===== src/rtl/wb_arbiter_if.sv =====
// wb_arbiter_if: result-stream bus between the functional-unit outputs and the
// writeback arbiter. The master side is the FU / requester side; the slave side
// is the arbiter, which also drives the single WB result port.
interface wb_arbiter_if #(
  parameter int NUM_REQ   = 4,
  parameter int DATA_W    = 32,
  parameter int ROB_IDX_W = 3
);
  logic [NUM_REQ-1:0]           req_valid;
  logic [NUM_REQ*DATA_W-1:0]    req_data;
  logic [NUM_REQ*ROB_IDX_W-1:0] req_rob_idx;
  logic [NUM_REQ-1:0]           req_ready;
  logic                         flush;
  logic                         WB_out_valid;
  logic [DATA_W-1:0]            WB_out_data;
  logic [ROB_IDX_W-1:0]         WB_out_rob_idx;
  logic [NUM_REQ-1:0]           WB_out_src;

  modport master (
    output req_valid, req_data, req_rob_idx, flush,
    input  req_ready, WB_out_valid, WB_out_data, WB_out_rob_idx, WB_out_src
  );

  modport slave (
    input  req_valid, req_data, req_rob_idx, flush,
    output req_ready, WB_out_valid, WB_out_data, WB_out_rob_idx, WB_out_src
  );
endinterface


===== src/rtl/wb_arbiter.sv =====
// wb_arbiter: shares the EXE->WB result port among NUM_REQ result streams.
// Each requester owns a one-entry holding buffer; one full buffer is granted
// per cycle and driven onto the WB port.
// Build option: define WB_ARB_RR_EN for round-robin arbitration with a
// rotating pointer; without it the lowest full index always wins.
module wb_arbiter #(
  parameter int NUM_REQ   = 4,
  parameter int DATA_W    = 32,
  parameter int ROB_IDX_W = 3
) (
  input  logic       clk,
  input  logic       rst,
  wb_arbiter_if.slave bus
);
  localparam int IDX_W = (NUM_REQ > 1) ? $clog2(NUM_REQ) : 1;

  logic [NUM_REQ-1:0]   buf_full;
  logic [DATA_W-1:0]    buf_data [NUM_REQ];
  logic [ROB_IDX_W-1:0] buf_rob  [NUM_REQ];

  logic [NUM_REQ-1:0]   grant;
  logic [NUM_REQ-1:0]   xfer;
  logic [IDX_W-1:0]     gnt_idx;
  logic [IDX_W-1:0]     ptr;
  logic                 any_grant;

`ifdef WB_ARB_RR_EN
  logic [IDX_W-1:0] ptr_next;

  // Next scan start is one past the winner, wrapping at NUM_REQ-1.
  assign ptr_next = (gnt_idx == IDX_W'(NUM_REQ - 1)) ? '0 : gnt_idx + 1'b1;

  // Pointer advances only when a result actually leaves on the WB port.
  always_ff @(posedge clk) begin
    if (rst)                   ptr <= '0;
    else if (bus.WB_out_valid) ptr <= ptr_next;
  end
`else
  assign ptr = '0;
`endif

  // Grant the first full buffer scanning upward from ptr; uses buffer state only,
  // so req_ready never depends combinationally on req_valid.
  always_comb begin
    int s;
    s         = 0;
    grant     = '0;
    gnt_idx   = '0;
    any_grant = 1'b0;
    for (int k = 0; k < NUM_REQ; k++) begin
      s = int'(ptr) + k;
      if (s >= NUM_REQ) s = s - NUM_REQ;
      if (!any_grant && buf_full[s[IDX_W-1:0]]) begin
        any_grant             = 1'b1;
        gnt_idx               = s[IDX_W-1:0];
        grant[s[IDX_W-1:0]]   = 1'b1;
      end
    end
  end

  assign bus.WB_out_valid   = any_grant && !bus.flush;
  assign bus.WB_out_data    = any_grant ? buf_data[gnt_idx] : '0;
  assign bus.WB_out_rob_idx = any_grant ? buf_rob[gnt_idx]  : '0;
  assign bus.WB_out_src     = bus.WB_out_valid ? grant : '0;

  // A buffer can accept when empty, when it is draining this cycle, or on flush.
  assign bus.req_ready = ~buf_full | grant | {NUM_REQ{bus.flush}};
  assign xfer          = bus.req_valid & bus.req_ready;

  // Valid bits: flush empties everything; a new transfer wins over a drain.
  always_ff @(posedge clk) begin
    if (rst)            buf_full <= '0;
    else if (bus.flush) buf_full <= '0;
    else                buf_full <= xfer | (buf_full & ~grant);
  end

  // Payload registers load on transfer and are otherwise left untouched.
  always_ff @(posedge clk) begin
    for (int i = 0; i < NUM_REQ; i++) begin
      if (xfer[i] && !bus.flush) begin
        buf_data[i] <= bus.req_data[i*DATA_W +: DATA_W];
        buf_rob[i]  <= bus.req_rob_idx[i*ROB_IDX_W +: ROB_IDX_W];
      end
    end
  end
endmodule


===== src/flat_wrapper.sv =====
// flat-port wrapper written by rule: the top's interface ports become plain ports
module wb_arbiter_flat 
#(
  parameter int NUM_REQ   = 4,
  parameter int DATA_W    = 32,
  parameter int ROB_IDX_W = 3
)
  (clk, rst, bus_req_valid, bus_req_data, bus_req_rob_idx, bus_flush, bus_req_ready, bus_WB_out_valid, bus_WB_out_data, bus_WB_out_rob_idx, bus_WB_out_src);
  wb_arbiter_if #(.NUM_REQ(NUM_REQ), .DATA_W(DATA_W), .ROB_IDX_W(ROB_IDX_W)) bus_i ();
  input  logic clk;
  input  logic rst;
  input wire logic [$bits(bus_i.req_valid)-1:0] bus_req_valid;
  input wire logic [$bits(bus_i.req_data)-1:0] bus_req_data;
  input wire logic [$bits(bus_i.req_rob_idx)-1:0] bus_req_rob_idx;
  input wire logic [$bits(bus_i.flush)-1:0] bus_flush;
  output wire logic [$bits(bus_i.req_ready)-1:0] bus_req_ready;
  output wire logic [$bits(bus_i.WB_out_valid)-1:0] bus_WB_out_valid;
  output wire logic [$bits(bus_i.WB_out_data)-1:0] bus_WB_out_data;
  output wire logic [$bits(bus_i.WB_out_rob_idx)-1:0] bus_WB_out_rob_idx;
  output wire logic [$bits(bus_i.WB_out_src)-1:0] bus_WB_out_src;
  assign bus_i.req_valid = bus_req_valid;
  assign bus_i.req_data = bus_req_data;
  assign bus_i.req_rob_idx = bus_req_rob_idx;
  assign bus_i.flush = bus_flush;
  assign bus_req_ready = bus_i.req_ready;
  assign bus_WB_out_valid = bus_i.WB_out_valid;
  assign bus_WB_out_data = bus_i.WB_out_data;
  assign bus_WB_out_rob_idx = bus_i.WB_out_rob_idx;
  assign bus_WB_out_src = bus_i.WB_out_src;
  wb_arbiter #(.NUM_REQ(NUM_REQ), .DATA_W(DATA_W), .ROB_IDX_W(ROB_IDX_W)) u_core (.clk(clk), .rst(rst), .bus(bus_i));
endmodule

===== config.mk =====
export PLATFORM = sky130hd
export DESIGN_NAME = wb_arbiter_flat
export DESIGN_NICKNAME = d
export VERILOG_FILES = /design/src/rtl/wb_arbiter_if.sv /design/src/rtl/wb_arbiter.sv /design/src/flat_wrapper.sv
export SDC_FILE = /design/constraint.sdc
export NUM_CORES = 1
export LEC_CHECK = 0
export CORE_MARGIN = 2
export CORE_UTILIZATION = 45
export DETAILED_ROUTE_END_ITERATION = 10
export GPL_TIMING_DRIVEN = 0
export PLACE_DENSITY = 0.85
export SLEW_MARGIN = 20
export SYNTH_ARGS = -nofsm -noshare
export SYNTH_HDL_FRONTEND = slang
export SYNTH_SLANG_ARGS = --single-unit
export TNS_END_PERCENT = 5

===== constraint.sdc =====
create_clock -name clk -period 4.2 [get_ports clk]
set_input_delay 0.63 -clock clk [delete_from_list [all_inputs] [get_ports clk]]
set_output_delay 0.63 -clock clk [all_outputs]
set_load 0.1 [all_outputs]

* Word level (Yosys, flattened, before mapping) *
Memories as Yosys holds them, arrays and structs flattened.
Cells that the tools add are included.

storage, ports and cells
  logic and storage cells = 45
  RAM bits = 140
  flip-flop bits (word level) = 4
  output and inout bits = 44
  memories kept = 2

operators by class
  bitwise operators = 7
  multiplexer cells = 22
  reduce and logical (&&, ||, !) cells = 13

memories
  name             words  width  rd ports  clocked after memory_dff  write ports  RTL line          RTL
  u_core.buf_data  4      32     1         0                         4            wb_arbiter.sv:18  logic [DATA_W-1:0] buf_data [NUM_REQ];
  u_core.buf_rob   4      3      1         0                         4            wb_arbiter.sv:19  logic [ROB_IDX_W-1:0] buf_rob [NUM_REQ];

operators by type and width
  operator             number
  $mux W32             1
  $mux W1              14
  $or A4 B4 Y4         3
  $and A4 B4 Y4        2
  $logic_and A1 B1 Y1  8
  $mux W4              2
  $not A4 Y4           2
  $mux W2              3
  $mux W3              2
  $logic_not A1 Y1     4
  $reduce_or A2 Y1     1

* Logic depth before layout (Yosys ltp) *
Gate-level depths: netlist of the first run.

  word-level depth = 16
  gate-level depth with buffers = 6
  mapped depth without buffers = 3

* Worst setup path before layout of the first run *
Ideal clock, no wire load.

  path kind = input to register
  from = in bus_flush
  to = mem u_core.buf_data[1][0], enable pin
  stages on the path = 1
  required time = 3719 ps
  library setup time = 481 ps
  slack = 437 ps
  arrival = 3282 ps
  path buffers = 0
  cell sequence = a211oi_1

RTL lines
  item                RTL line            RTL
  start: declaration  flat_wrapper.sv:15  input wire logic [$bits(bus_i.flush)-1:0] bus_flush;
  end: declaration    wb_arbiter.sv:18

* Worst setup path in the final report of the first run *
  from = reg u_core.buf_full[0]
  to = out bus_WB_out_data[5]

on the way
  cells in the longest elaborated chain, start to end = 12

ends and longest elaborated chain
  item                      RTL line            RTL
  start: declaration        wb_arbiter.sv:17    logic [NUM_REQ-1:0] buf_full;
  start signal: assignment  wb_arbiter.sv:74    else buf_full <= xfer | (buf_full & ~grant);
  $mux W1 (*)               wb_arbiter.sv:53    if (!any_grant && buf_full[s[IDX_W-1:0]]) begin
  $logic_not A1 Y1          wb_arbiter.sv:53
  $logic_and A1 B1 Y1       wb_arbiter.sv:53
  $mux W1                   wb_arbiter.sv:53
  $logic_not A1 Y1          wb_arbiter.sv:53
  $logic_and A1 B1 Y1       wb_arbiter.sv:53
  $mux W1                   wb_arbiter.sv:53
  $logic_not A1 Y1          wb_arbiter.sv:53
  $logic_and A1 B1 Y1       wb_arbiter.sv:53
  $mux W2                   wb_arbiter.sv:53
  $mem_v2 Z4 W32            n/a
  $mux W32 (*)              wb_arbiter.sv:62    assign bus.WB_out_data = any_grant ? buf_data[gnt_idx] : '0;
  end: declaration          flat_wrapper.sv:18  output wire logic [$bits(bus_i.WB_out_data)-1:0] bus_WB_out_data;

Mark *: on every way between the ends. The rest lies on a longest branch, timed or not.

==> key figures, run 1 <==
Run status
  • Outcome: finished, final reports clean

CTS
  • Total CTS buffers: 17
  • Postcts setup bufs: 0
  • CTS tree: built
  • Root buffer cell: clkbuf_16
  • Worst skew pair latency: 410 ps
  • Clock buffer depth: 2
  • CTS Sinks: 144
  • CTS H-tree depth: 4
  • Resized cells post-CTS: 0
  • Clk slew on worst S/H paths: around 60 ps
  • Post-CTS Hold Buffers: 0

Power
  • Combinational power share: 0.169
  • Sw power: ~1.0 mW
  • Power share of the sequential group: 0.434
  • PD cells: between 400 and 500 nW/µm²
  • Power Total: between 3 and 4 mW
  • Lkg Pwr: around 2.7 nW
  • Switch share: 0.257
  • Clock Power Share: 0.397
  • P_int: approximately 2.9 mW
  • Peak VDD IR: between 0.2 and 0.3 mV

Yosys
  • Sequential area share after synthesis: 0.808
  • Cell count after synthesis: between 300 and 400
  • Syn_area_per_cell: approximately 18 µm²
  • Syn Nets: 448
  • Distinct cells, synth: 22
  • Syn. warnings: 0
  • Synth Cell Area: roughly 5300 µm²
  • Register bit total from synthesis: 144

Cells and area
  • Final net count: roughly 660
  • Final core utilization: 0.709
  • Final cell count without fillers: 668
  • Antenna diode count: 0
  • Fillers: approximately 750
  • Share of cells above drive strength 1: 0.114
  • Area grow syn2layout: 53.2%

Floorplan
  • Die area: 12,700 µm²
  • # rows: 39
  • Die X: between 100 and 150 µm
  • Chip height: roughly 110 µm
  • CORE AREA: ~11,000 µm²
  • Ports: around 190
  • Starting Density: 0.463

STA
  • RSZ-0062 raised after global routing: no
  • Final setup fails: 0
  • Final setup TNS: 0 ps
  • Final Cycle Share: 0.857
  • Worst-Margin Slew: approximately 1000 ps
  • FMAX: around 0.28 GHz
  • Final Critical Period: 3600 ps
  • WHS: between 600 and 700 ps
  • Slew HR: 0.305
  • Worst Skew: between 6 and 7 ps
  • Count of final hold-check violations: 0
  • Max Slew Vio Count: 0

Place
  • Placed insts: roughly 640
  • Port buffer count: about 190
  • DP HPWL: 9880 µm
  • RePlAce Congestion: about 0.77

Routing
  • First-pass iteration count of the detailed router: 8
  • Vias: 3,621
  • WL final: about 14,000 µm
  • Vias per Instance: approximately 5.4
  • Iteration-0 DRC Markers: 279
  • Routed WL per cell: between 20 and 25 µm
  • Post-DRT Antenna Nets: 0
  • DRC viols: 0

Critical path
  • WP data required: roughly 3600 ps
  • Worst-path cell chain: or2_1, clkbuf_1, a221oi_1, nor2_1, clkdlybuf4s50_1
  • Crit Path Max Fanout: 10
  • R2R Path Start: u_core.buf_full[1]
  • R2R depth: 3
  • CP endpoint kind: output port
  • R2r endpoint: u_core.buf_data[3][15]
  • Slowest cell on crit path: clkdlybuf4s50_1
  • Data arrival time of the worst path: a little under 3000 ps
  • CP Class: reg -> out
  • Startpoint Class: flop
  • CP max stage delay: around 1200 ps
  • Reg2reg setup slack: approximately 2200 ps

Min path
  • Hold depth: 2
  • Hold Startpoint: u_core.buf_full[1]
  • Hold Path Class: reg -> reg
  • Worst hold endpoint: u_core.buf_full[1]

Global routing
  • Largest net degree at the start of global routing: 21
  • Total congestion overflow: 0
  • Tot GR Track Use: 0.221
  • Vias in the first global route: between 3k and 4k
  • Antenna violations before repair: 0
  • First-pass GRT wire length: 20,800 µm

Flow run
  • Max cap viols: 0
cell families (layout without fill, tap and decap cells):
kind of cell,after synthesis,after routing,share of synthesized area
other cells,1,1,0.000707
flops,144,144,0.808
buf+inv,24,248,0.0267
simple gates,55,55,0.0477
compound gates,77,77,0.117
power groups by stage:
stage	sequential, mW	combinational (mW)	clock (mW)
3_3_place_gp	1.71	0.631	0
3_5_place_dp	1.71	0.655	0
4_1_cts	1.68	0.659	1.55
5_1_grt	1.69	0.681	1.60
2_1_floorplan	1.71	0.387	0
6_report	1.68	0.655	1.54
cells in the final DEF, fill, tap and decap left out:
cell and count:
buf_6 6, nor2b_1 2, a21oi_4 2, buf_8 1, a221oi_1 24, edfxtp_1 140
conb_1 1, nor2b_4 1, nand2b_1 3, a211oi_4 1, clkbuf_1 10, clkinv_1 2
inv_1 1, bufinv_16 4, or2_1 1, buf_2 8, nor3b_1 2, o22ai_1 35
clkinvlp_4 5, nand3b_1 4, clkbuf_16 17, nor2_1 38, a221oi_2 10, a21oi_1 5
or3_1 1, buf_16 3, clkdlybuf4s50_1 189, buf_4 1, clkinv_2 1, dfxtp_1 4
nor3_1 3
metrics by stage:
step | cell area, µm² | worst slack [ps]
final | 8130 | 602
after floorplan | 5300 | 437
after CTS | 8130 | 585
after global routing | 8130 | 480
after global placement | 7370 | -1710
after detailed placement | 7530 | 604
worst max-delay path: cells and delay by family, from the launching register on:
family | cells | cell delay [ps]
AND/OR/NAND/NOR | 2 | 350
AO/OA/AOI/OAI | 1 | 150
flip-flops | 1 | 460
buffers and inverters | 2 | 1600
layer usage:
metal,vias up,wire length [µm],GRT usage,share of wire
li1,1654,-,-,-
met5,-,0,0,0
met4,0,407,0.0911,0.029
met1,1745,5180,0.262,0.37
met3,31,998,0.0518,0.071
met2,191,7410,0.388,0.53
Yosys cell counts, drive strengths merged:
cell | number | area, µm²
a211oi | 1 | 7.51
nor3b | 2 | 15.0
nor2 | 38 | 143
nand2b | 3 | 18.8
edfxtp | 140 | 4200
nand3b | 4 | 30.0
a21oi | 7 | 35.0
conb | 1 | 3.75
or2 | 1 | 6.26
or3 | 1 | 6.26
nor3 | 3 | 15.0
clkbuf | 8 | 30.0
a221oi | 34 | 360
dfxtp | 4 | 80.1
clkinv | 1 | 3.75
inv | 1 | 3.75
nor2b | 3 | 18.8
o22ai | 35 | 219
buf | 14 | 104
worst max-delay path by stage:
stage                  startpoint                endpoint  slack (ps)  depth (start not counted)
2_1_floorplan           bus_flush   u_core.buf_data[1][0]         440                          1
3_3_place_gp            bus_flush  u_core.buf_data[1][11]       -1710                          2
3_5_place_dp            bus_flush        bus_req_ready[2]         600                          4
4_1_cts        u_core.buf_full[0]      bus_WB_out_data[5]         580                          5
5_1_grt        u_core.buf_full[0]     bus_WB_out_data[14]         480                          6
6_report       u_core.buf_full[0]      bus_WB_out_data[5]         600                          5
flip-flops by register name (all words and copies together) (netlist names):
signal,flops
u_core.buf_data,128
u_core.buf_full,4
u_core.buf_rob,12
layout make-up:
type	count	area, µm²	share of cell area
repair buffers	194	2000	0.246
inverters	2	7.51	0.000924
plain buffers	22	134	0.0165
flip-flops and latches	144	4280	0.527
multi-input cells	133	921	0.113
clock inverters	11	166	0.0205
well taps	143	179	0.0220
clock buffers	19	433	0.0533
(Power assumes the default switching activity.)
==> run 2, diff against run 1 <==
--- a/config.mk
+++ b/config.mk
@@ -9,6 +9,7 @@
 export CORE_UTILIZATION = 45
 export DETAILED_ROUTE_END_ITERATION = 10
 export GPL_TIMING_DRIVEN = 0
+export HOLD_SLACK_MARGIN = 0.06
 export PLACE_DENSITY = 0.85
 export SLEW_MARGIN = 20
 export SYNTH_ARGS = -nofsm -noshare
==> results of run 2 <==
Final layout, timing and power as in run 1 (identical DEF).
